--- src/rtl/instr_fetch.sv ---
`default_nettype none
// ----------------------------------------------------------------------------
// instr_fetch : RV64 fetch stage (PC, credit-limited imem requests, output FIFO,
//               redirect flush). Optional IFETCH_PERF_EN adds a retire counter.
// Revision    : 1.0
// ----------------------------------------------------------------------------
module instr_fetch #(
    parameter logic [63:0] RESET_PC   = 64'h0000_0000_0000_0000,
    parameter int          FIFO_DEPTH = 2
) (
    input  logic        clk,
    input  logic        rst_n,
    output logic        imem_req_valid,
    input  logic        imem_req_ready,
    output logic [63:0] imem_req_addr,
    input  logic        imem_rsp_valid,
    input  logic [31:0] imem_rsp_data,
    input  logic        redirect_valid,
    input  logic [63:0] redirect_pc,
    output logic        out_valid,
    input  logic        out_ready,
    output logic [31:0] out_instr,
    output logic [63:0] out_pc
`ifdef IFETCH_PERF_EN
    ,
    output logic [31:0] perf_retired_fetch
`endif
);
    localparam int            AW      = $clog2(FIFO_DEPTH);
    localparam int            CW      = AW + 1;
    localparam logic [CW-1:0] DEPTH_C = CW'(FIFO_DEPTH);

    typedef enum logic [0:0] {
        FETCH = 1'b0,
        FLUSH = 1'b1
    } state_t;

    state_t        state;
    logic [63:0]   pc;
    logic [CW-1:0] outstanding;
    logic [CW-1:0] drop;
    logic [CW-1:0] fifo_count;
    logic [AW-1:0] tag_wr;
    logic [AW-1:0] tag_rd;
    logic [AW-1:0] fifo_wr;
    logic [AW-1:0] fifo_rd;
    logic [63:0]   tag_mem    [FIFO_DEPTH];
    logic [63:0]   fifo_pc    [FIFO_DEPTH];
    logic [31:0]   fifo_instr [FIFO_DEPTH];

    logic          credit;
    logic          req_fire;
    logic          push;
    logic          pop;
    logic          drop_rsp;
    logic [CW-1:0] outstanding_after_rsp;
    logic          unused_redirect_lsb;

    // Slots already promised (buffered + in flight) must leave room for every response.
    assign credit                = (fifo_count + outstanding) < DEPTH_C;
    assign imem_req_valid        = rst_n && (state == FETCH) && credit && !redirect_valid;
    assign imem_req_addr         = pc;
    assign req_fire              = imem_req_valid && imem_req_ready;
    assign out_valid             = (fifo_count != '0);
    assign out_instr             = fifo_instr[fifo_rd];
    assign out_pc                = fifo_pc[fifo_rd];
    assign pop                   = out_valid && out_ready && !redirect_valid;
    assign push                  = imem_rsp_valid && (drop == '0) && !redirect_valid;
    assign drop_rsp              = imem_rsp_valid && (drop != '0) && !redirect_valid;
    assign outstanding_after_rsp = outstanding - CW'(imem_rsp_valid);
    assign unused_redirect_lsb   = ^redirect_pc[1:0];

    always_ff @(posedge clk or negedge rst_n) begin
        if (!rst_n) begin
            state       <= FETCH;
            pc          <= RESET_PC;
            outstanding <= '0;
            drop        <= '0;
            fifo_count  <= '0;
            tag_wr      <= '0;
            tag_rd      <= '0;
            fifo_wr     <= '0;
            fifo_rd     <= '0;
            for (int i = 0; i < FIFO_DEPTH; i++) begin
                tag_mem[i]    <= '0;
                fifo_pc[i]    <= '0;
                fifo_instr[i] <= '0;
            end
        end else begin
            outstanding <= outstanding_after_rsp + CW'(req_fire);
            if (req_fire) begin
                tag_mem[tag_wr] <= pc;
                tag_wr          <= tag_wr + 1'b1;
            end
            // Every response retires its tag, whether it is kept or dropped.
            if (imem_rsp_valid) begin
                tag_rd <= tag_rd + 1'b1;
            end

            if (redirect_valid) begin
                pc         <= {redirect_pc[63:2], 2'b00};
                fifo_wr    <= '0;
                fifo_rd    <= '0;
                fifo_count <= '0;
                drop       <= outstanding_after_rsp;
                state      <= (outstanding_after_rsp != '0) ? FLUSH : FETCH;
            end else begin
                if (req_fire) begin
                    pc <= pc + 64'd4;
                end
                if (push) begin
                    fifo_pc[fifo_wr]    <= tag_mem[tag_rd];
                    fifo_instr[fifo_wr] <= imem_rsp_data;
                    fifo_wr             <= fifo_wr + 1'b1;
                end
                if (pop) begin
                    fifo_rd <= fifo_rd + 1'b1;
                end
                fifo_count <= fifo_count + CW'(push) - CW'(pop);
                if (drop_rsp) begin
                    drop <= drop - 1'b1;
                    if (drop == CW'(1)) begin
                        state <= FETCH;
                    end
                end
            end
        end
    end

`ifdef IFETCH_PERF_EN
    logic [31:0] perf_count;

    always_ff @(posedge clk or negedge rst_n) begin
        if (!rst_n) begin
            perf_count <= '0;
        end else if (out_valid && out_ready) begin
            perf_count <= perf_count + 32'd1;
        end
    end

    assign perf_retired_fetch = perf_count;
`endif

endmodule
`default_nettype wire

--- config.mk ---
export PLATFORM = sky130hd
export DESIGN_NAME = instr_fetch
export DESIGN_NICKNAME = d
export VERILOG_FILES = /design/src/rtl/instr_fetch.sv
export SDC_FILE = /design/constraint.sdc
export NUM_CORES = 1
export LEC_CHECK = 0
export BUFFER_PORTS_ARGS = -buffer_cell sky130_fd_sc_hd__buf_2
export CAP_MARGIN = 30
export CORE_MARGIN = 5
export CORE_UTILIZATION = 50
export DETAILED_ROUTE_END_ITERATION = 8
export GPL_TIMING_DRIVEN = 0
export PLACE_DENSITY = 0.71
export SLEW_MARGIN = 20
export SYNTH_ARGS = -nofsm -noshare
export SYNTH_HDL_FRONTEND = slang
export SYNTH_SLANG_ARGS = --single-unit
--- constraint.sdc ---
create_clock -name clk -period 2.85 [get_ports clk]
set_input_delay 0.855 -clock clk [delete_from_list [all_inputs] [get_ports clk]]
set_output_delay 0.855 -clock clk [all_outputs]
set_load 0.03 [all_outputs]
==> results.sh <==
export IMPL_outcome="finished clean"
export IMPL_avgSynthCellArea_sq_um=11.5
export IMPL_p_switching_uw=7690
export IMPL_clock_sinks=385
export IMPL_synth_main_ff_cell="dfrtp_1"
export IMPL_crit_path_max_incr_delay_ns=0.23
export IMPL_r2r_start="imem_req_addr[39]"
export IMPL_io_buffers=257
export IMPL_worst_pin_slew_ns=0.956
export IMPL_relSlewSlack=0.358
export IMPL_viasPerCell=5.86
export IMPL_crit_chain="buf_2 -> clkbuf_8 -> buf_4 -> clkbuf_8 -> nor3_4 -> buf_6"
export IMPL_fin_nets=1968
export IMPL_cts_tree="built"
export IMPL_power_frac_comb=0.355
export IMPL_grt_overflow=0
export IMPL_numCtsBuffers=41
export IMPL_h_tree_depth=2
export IMPL_timing_fmax_ghz=0.357
export IMPL_clockBufferDepth=3
export IMPL_coreArea_sq_um=35300
export IMPL_finalCritPeriodShare=0.983
export IMPL_yosysMostFrequentCell="dfrtp_1"
export IMPL_firstDrtPassIters=5
export IMPL_cp_endpoint="imem_req_valid"
export IMPL_hold_viol_final=0
export IMPL_cts_root_buf="clkbuf_16"
export IMPL_grt_pass1_vias=13700
export IMPL_antenna_found_initial=0
export IMPL_drcViolationCount=0
export IMPL_postCtsSetupBuffers=0
export IMPL_crit_fanout=10
export IMPL_yosys_top_cells_area="dfrtp_1 (54%), mux2_2 (17%), mux2i_1 (3.7%)"
export IMPL_ys_ff_latch=385
export IMPL_fp_dieArea_sq_um=39400
export IMPL_io_pins=264
export IMPL_intPower_uw=13500
export IMPL_gp_congestion=0.950
export IMPL_rows=69
export IMPL_cp_startpoint="redirect_valid"
export IMPL_syn_area_sq_um=17800
export IMPL_final_setup_skew_ns=0.0243
export IMPL_diodes=0
export IMPL_worstSkewPairLatency_ns=0.54
export IMPL_ant_nets=0
export IMPL_syn_to_final_growth_pct=19.5
export IMPL_slowest_stage="nor3_4"
export IMPL_yosys_area_top_type_share=0.542
export IMPL_grt_pass1_wl_microns=81000
export IMPL_r2r_end="imem_req_addr[59]"
export IMPL_ys_types=70
export IMPL_drtIter0Drc=1011
export IMPL_totalWireLength_microns=53300
export IMPL_synthArstFlopShare=1.00
export IMPL_avgRoutedWirePerCell_microns=22.7
export IMPL_seq_area_frac_synth=0.542
export IMPL_synth_cells=1552
export IMPL_num_vias=13800
export IMPL_drive_gt1_frac=0.362
export IMPL_finalPower_uw=21200
export IMPL_rsz0062_at_grt="yes"
export IMPL_reg2regPathDepth=7
export IMPL_ys_warn_count=0
export IMPL_cp_common_cell="clkbuf_8"
export IMPL_hpwlAfterDp_microns=38900
export IMPL_crit_required_ns=2.00
export IMPL_drv_slew=0
export IMPL_ff2ff_setup_slack_ns=0.12
export IMPL_cts_hold_buf=0
export IMPL_p_seq_frac=0.402
export IMPL_worstSetupPathType="input pin to output port"
export IMPL_dieWidth_microns=199
export IMPL_final_area_sq_um=21200
export IMPL_initial_core_util=0.503
export IMPL_grt_max_degree=102
export IMPL_crit_arrival_ns=1.95
export IMPL_drv_cap=0
export IMPL_clkPwrFrac=0.243
export IMPL_ys_top_cells_by_count="dfrtp_1 (385), mux2_2 (275), nand2_1 (149), o21ai_0 (114), nor2_1 (108)"
export IMPL_startpoint_type="input pin"
export IMPL_power_leakage_uw=0.0101
export IMPL_synth_top_cell_by_area="dfrtp_1"
export IMPL_setup_violations=0
export IMPL_synth_edf_count=0
export IMPL_die_y_microns=199
export IMPL_ir_drop_v=0.000671
export IMPL_power_density_nw_per_um2=998
export IMPL_postPlaceCellArea_sq_um=19800
export IMPL_p_sw_frac=0.363
export IMPL_grt_usage=0.265
export IMPL_fin_crit_ns=2.80
export IMPL_cts_clk_slew_worst_paths_ns=0.06
export IMPL_cp_end_kind="output port"
export IMPL_hold_path_class="input pin to asynchronous set/reset pin"
per-layer routing:
| metal | wire length, microns | global-route usage |
|---|---|---|
| met5 | 0 | 0 |
| met4 | 2130 | 0.0970 |
| met3 | 4100 | 0.0525 |
| met2 | 24400 | 0.412 |
| met1 | 22700 | 0.374 |
cells by family after synthesis:
group | count (synthesis) | share of synthesized area
muxes | 341 | 0.211
other | 1 | 0.000211
adders and majority gates | 7 | 0.00493
DFF | 385 | 0.542
buffers and inverters | 124 | 0.0315
AOI/OAI and AO/OA | 272 | 0.0903
and+or+nand+nor | 411 | 0.114
xor gates and xnor gates | 11 | 0.00542
worst max-delay path: cells and delay by family:
family	cells	cell delay [ns]
buffers and inverters	5	0.85
and+or+nand+nor	1	0.23
timing repair:
| action | CTS | global route |
|---|---|---|
| setup endpoints to repair | 255 | 112 |
| cloned | 0 | 1 |
| pin swaps | 1 | 0 |
| gates resized for setup | 46 | 13 |
power by group through the flow:
stage	clock network, uW	logic, uW	registers (uW)
after floorplan	0	5330	8410
final	5160	7510	8520
after CTS	5220	7560	8510
after global placement	0	7300	8440
after detailed placement	0	7480	8590
after global routing	5430	8110	8750
cell usage in the layout (no fill, tap or decap), types with 24 or more instances in the layout:
cell type,n
dfrtp_1,384
buf_2,280
mux2_2,275
nand2_1,149
o21ai_0,114
nor2_1,107
a21oi_1,82
mux2i_1,66
clkbuf_1,50
clkbuf_16,42
nand3_1,30
nand4_1,24
how the worst min path moves through the flow:
stage,slack [ns],endpoint
after CTS,0.22,fifo_instr[10]
final,0.17,fifo_rd
after floorplan,0.44,fifo_pc[10]
after detailed placement,0.46,fifo_pc[57]
after global routing,0.15,fifo_rd
after global placement,0.46,fifo_pc[8]
flip-flops by register name (all words and copies together), names as in the netlist, 2 cells and up:
name / flops
fifo_instr: 64
fifo_count: 2
imem_req_addr: 62
drop: 2
tag_mem: 124
outstanding: 2
fifo_pc: 124
metrics by stage:
stage / hold WS (ns) / TNS [ns] / std cells / worst slack, ns / utilization
2_1_floorplan: 0.444 / 0 / 1555 / 0.0694 / -
3_3_place_gp: 0.455 / -3862.40 / 2273 / -7.19 / 0.557
3_5_place_dp: 0.465 / -175.20 / 2279 / -0.911 / 0.561
4_1_cts: 0.222 / 0 / 2346 / 0.0108 / 0.600
5_1_grt: 0.154 / -0.00513 / 2347 / -0.00513 / 0.601
6_report: 0.167 / 0 / 2347 / 0.0492 / 0.601
area by class of cell:
cell class	count	area (sq um)
plain buffers	103	592
clock buffers	59	1170
clock inverters	11	115
fillers	2964	14100
inverters	18	67.6
multi-input cells	1046	7610
flip-flops and latches	385	9640
well taps	461	577
repair buffers	264	1470
(Power assumes the default switching activity.)
